## src/rtl/hazard_forward_unit.sv

```systemverilog
// EX-stage operand forwarding select, load-use stall/bubble control and a
// saturating load-use stall counter for the 5-stage RV32I pipeline.
module hazard_forward_unit #(
    parameter int REG_ADDR_W = 5,
    parameter int CNT_W      = 16
) (
    input  logic                  clk,
    input  logic                  rst_n,
    input  logic                  id_valid,
    input  logic [REG_ADDR_W-1:0] id_rs1,
    input  logic [REG_ADDR_W-1:0] id_rs2,
    input  logic                  id_rs1_used,
    input  logic                  id_rs2_used,
    input  logic [REG_ADDR_W-1:0] id_rd,
    input  logic                  id_reg_write,
    input  logic                  id_mem_read,
    input  logic                  flush_ex,
    input  logic                  mem_stall,
    output logic [1:0]            forward_rs1,
    output logic [1:0]            forward_rs2,
    output logic                  stall_if_id,
    output logic                  bubble_ex,
    output logic [CNT_W-1:0]      load_use_cnt
);

    typedef struct packed {
        logic                  valid;
        logic [REG_ADDR_W-1:0] rd;
        logic                  reg_write;
        logic                  mem_read;
    } ex_stage_t;

    typedef struct packed {
        logic                  valid;
        logic [REG_ADDR_W-1:0] rd;
        logic                  reg_write;
    } mem_stage_t;

    ex_stage_t  ex_q;
    mem_stage_t mem_q;

    logic m1, m2, w1, w2, load_use;
    logic [1:0] fwd1_d, fwd2_d;

    always_comb begin
        m1 = ex_q.valid & ex_q.reg_write & (ex_q.rd != '0) & id_rs1_used & (id_rs1 == ex_q.rd);
        m2 = ex_q.valid & ex_q.reg_write & (ex_q.rd != '0) & id_rs2_used & (id_rs2 == ex_q.rd);
        w1 = mem_q.valid & mem_q.reg_write & (mem_q.rd != '0) & id_rs1_used & (id_rs1 == mem_q.rd);
        w2 = mem_q.valid & mem_q.reg_write & (mem_q.rd != '0) & id_rs2_used & (id_rs2 == mem_q.rd);
        load_use = id_valid & ex_q.mem_read & (m1 | m2);
        // Youngest producer wins; an invalid ID slot never selects a bypass.
        fwd1_d = 2'b00;
        fwd2_d = 2'b00;
        if (id_valid) begin
            fwd1_d = m1 ? 2'b01 : (w1 ? 2'b10 : 2'b00);
            fwd2_d = m2 ? 2'b01 : (w2 ? 2'b10 : 2'b00);
        end
    end

    assign stall_if_id = load_use & ~flush_ex & ~mem_stall;

    always_ff @(posedge clk or negedge rst_n) begin
        if (!rst_n) begin
            ex_q         <= '0;
            mem_q        <= '0;
            forward_rs1  <= 2'b00;
            forward_rs2  <= 2'b00;
            bubble_ex    <= 1'b0;
            load_use_cnt <= '0;
        end else if (mem_stall) begin
            // Global freeze: everything holds, a pending flush waits for release.
        end else begin
            mem_q <= '{valid: ex_q.valid, rd: ex_q.rd, reg_write: ex_q.reg_write};
            if (flush_ex || load_use) begin
                ex_q.valid  <= 1'b0;
                bubble_ex   <= 1'b1;
                forward_rs1 <= 2'b00;
                forward_rs2 <= 2'b00;
                if (!flush_ex && (load_use_cnt != {CNT_W{1'b1}}))
                    load_use_cnt <= load_use_cnt + 1'b1;
            end else begin
                ex_q        <= '{valid: id_valid, rd: id_rd, reg_write: id_reg_write,
                                 mem_read: id_mem_read};
                bubble_ex   <= 1'b0;
                forward_rs1 <= fwd1_d;
                forward_rs2 <= fwd2_d;
            end
        end
    end

endmodule

```

## config.mk

```make
export PLATFORM = sky130hd
export DESIGN_NAME = hazard_forward_unit
export DESIGN_NICKNAME = d
export VERILOG_FILES = /design/src/rtl/hazard_forward_unit.sv
export SDC_FILE = /design/constraint.sdc
export NUM_CORES = 1
export LEC_CHECK = 0
export ABC_AREA = 1
export BUFFER_PORTS_ARGS = -buffer_cell sky130_fd_sc_hd__buf_2
export CAP_MARGIN = 20
export CORE_UTILIZATION = 30
export CTS_CLUSTER_SIZE = 12
export DETAILED_ROUTE_END_ITERATION = 16
export SKIP_LAST_GASP = 1
export SLEW_MARGIN = 20
export SYNTH_ARGS = -nofsm -noshare
export SYNTH_HDL_FRONTEND = slang
export SYNTH_SLANG_ARGS = --single-unit
export TNS_END_PERCENT = 20
```

## constraint.sdc

```tcl
create_clock -name clk -period 1.4 [get_ports clk]
set_clock_uncertainty 0.05 [all_clocks]
set_input_delay 0 -clock clk [delete_from_list [all_inputs] [get_ports clk]]
set_output_delay 0 -clock clk [all_outputs]
set_load 0.02 [all_outputs]
```

==> results.sh <==
export IMPL_status="finished with violations"
export IMPL_violations="setup timing"
export IMPL_firstDrtPassIters=4
export IMPL_period_needed_ns=1.627
export IMPL_crit_path_start_kind="register"
export IMPL_die_width_um=85.66
export IMPL_grtUsageTotal_pct=16.66
export IMPL_drcViolationCount=0
export IMPL_syn_area_um2=2100
export IMPL_dpl_hpwl_mm=4.205
export IMPL_io_pins=46
export IMPL_postLayoutCoreUtil_pct=44.20
export IMPL_rsz0062_at_grt="yes"
export IMPL_yosysTopAreaCell="dfrtp_1"
export IMPL_r2r_cells=8
export IMPL_grt_overflow=0
export IMPL_cp_startpoint="ex_q[4]"
export IMPL_yosysUniqueCellTypes=27
export IMPL_grt_pass1_vias=2139
export IMPL_nets=399
export IMPL_drv_cap=0
export IMPL_r2r_start="ex_q[4]"
export IMPL_cts_buffer_depth=2
export IMPL_tightest_slew_ns=0.4319
export IMPL_drtIter0Drc=104
export IMPL_hp_class="in2reg"
export IMPL_clock_fmax_ghz=0.6145
export IMPL_timing_final_ws_setup_ns=-0.2274
export IMPL_relSlewSlack_pct=71.21
export IMPL_clkSlewWorstSetupHoldPaths_ns=0.08
export IMPL_end_kind="primary output"
export IMPL_synth_warnings=0
export IMPL_hold_viol=0
export IMPL_hold_ws_ns=0.01582
export IMPL_vias=2060
export IMPL_drt_total_wl_mm=5.366
export IMPL_crit_end="stall_if_id"
export IMPL_setup_viol=30
export IMPL_synth_seq_area_share_pct=42.91
export IMPL_grt_max_degree=21
export IMPL_syn_avg_cell_area_um2=7.472
export IMPL_place_gp_congestion=0.8194
export IMPL_clkLatencyLatePin_ns=0.29
export IMPL_coreArea_um2=6794
export IMPL_start_util_pct=30.90
export IMPL_crit_arrival_ns=1.58
export IMPL_cts_max_level=2
export IMPL_ys_ff_latch=36
export IMPL_die_area_um2=7337
export IMPL_rows=30
export IMPL_vias_per_cell=4.374
export IMPL_rr_endpoint="load_use_cnt[15]"
export IMPL_antenna_found_initial=0
export IMPL_numCtsBuffers=5
export IMPL_layout_commonest_cell="nand2_1"
export IMPL_syn_nets=306
export IMPL_port_buffers=45
export IMPL_antenna_cells=0
export IMPL_power_leakage_uw=0.001548
export IMPL_final_cell_mix="nand2_1 (70), buf_2 (44), buf_4 (37)"
export IMPL_n_fill_cell=685
export IMPL_grt_pass1_wl_mm=9.611
export IMPL_die_y_um=85.66
export IMPL_layout_drive_gt1_share_pct=33.60
export IMPL_netlist_area_leader_share_pct=42.91
export IMPL_synthTopCellsByArea="dfrtp_1 (43%), nand2_1 (13%), nor2_1 (6.8%)"
export IMPL_wl_per_cell_um=11.39
export IMPL_drv_slew=0
export IMPL_ant_nets=0
export IMPL_synth_cells=281
export IMPL_cts_sinks=36
export IMPL_syn2layout_area_growth_pct=43.03
export IMPL_ir_drop_mv=0.4421
export IMPL_worstSetupPathType="reg2out"
export IMPL_post_route_period_util_pct=116.2
export IMPL_cellPowerDensity_nw_per_um2=818.7
export IMPL_r2r_slack_ns=-0.23
export IMPL_cts_root_buf="clkbuf_8"
export IMPL_cts_tree="yes"
export IMPL_required_ns=1.35
export IMPL_crit_fanout=4
-- cell families (layout without fill, tap and decap cells) --
group,count (synthesis),in the layout,synth area share [%]
fa+ha+maj,1,1,0.5959
simple gates,154,154,33.08
compound gates,25,25,6.436
flops,36,36,42.91
xor+xnor,19,19,7.926
buf+inv,46,140,9.059
-- critical path, cell delays in order (launching register included) --
cell and delay, ns:
dfrtp_2 0.45, xor2_1 0.15, nor2_1 0.16, nand3_2 0.13, nand2_4 0.11, nand3_4 0.09, inv_2 0.09, buf_6 0.11
-- state kept, by name, summed over array words and instances, names as in the netlist --
| signal | cells |
|---|---|
| bubble_ex | 1 |
| forward_rs2 | 2 |
| mem_q | 7 |
| load_use_cnt | 16 |
| forward_rs1 | 2 |
| ex_q | 8 |
-- power by group --
group          total (µW)  internal, µW  leakage, µW  switching (µW)
combinational         379           169      0.00106             210
sequential           1160          1100     0.000438            60.1
clock                 922           527    0.0000541             394
total                2460          1790      0.00155             664
-- what timing repair did --
action,4_1_cts,5_1_grt
buffers inserted,3,1
endpoints found under the setup margin,30,30
hold buffers,8,0
gates resized for setup,6,9
pin swaps,4,3
hold endpoints to repair,43,0
-- cell type report --
class | count | area, µm² | share of cell area [%]
inverters | 40 | 150.1 | 5.000
clock inverters | 3 | 42.54 | 1.417
multi-input cells | 199 | 1092 | 36.38
repair buffers | 92 | 620.6 | 20.67
clock buffers | 5 | 68.82 | 2.292
well taps | 96 | 120.1 | 4.000
flip-flops and latches | 36 | 908.4 | 30.25
-- per-stage QoR --
stage | cell area, µm² | setup slack (ns) | total power, µW | cells | setup TNS (ns)
6_report | 3003 | -0.2274 | 2458 | 471 | -4.811
5_1_grt | 3003 | -0.3748 | 2600 | 471 | -9.068
4_1_cts | 2969 | -0.2616 | 2472 | 470 | -6.127
3_5_place_dp | 2728 | -0.2270 | 1525 | 451 | -5.022
3_3_place_gp | 2728 | -0.1811 | 1518 | 451 | -3.911
2_1_floorplan | 2147 | -0.1183 | 1368 | 281 | -0.9090
-- routing by layer --
layer | GRT usage, % | up-vias | routed length, µm
met3 | 3.465 | 2 | 208
met2 | 29.09 | 47 | 2560
met4 | 3.182 | 0 | 22
li1 | - | 1068 | -
met5 | 0 | - | 0
met1 | 21.43 | 943 | 2575
-- synth_stat cells, drive strengths merged --
cell type / count
a21oi: 8
o21a: 1
buf: 4
nor3: 4
and2: 1
inv: 40
o21ai: 14
o22ai: 1
dfrtp: 36
ha: 1
nand4: 13
nor2: 41
clkbuf: 2
a21boi: 1
nand2: 74
xor2: 10
nand3: 21
xnor2: 9
-- worst min-delay path by stage --
stage / to / cells past startpoint / from / slack, ns
finish: ex_q[7] / 3 / id_valid / 0.02
floorplan: bubble_ex / 0 / rst_n / -0.35
CTS: ex_q[7] / 3 / id_valid / 0.009
global route: ex_q[7] / 3 / id_valid / 0.03
detailed placement: load_use_cnt[10] / 1 / rst_n / -0.08
global placement: load_use_cnt[10] / 1 / rst_n / -0.09
(Power assumes the default switching activity.)
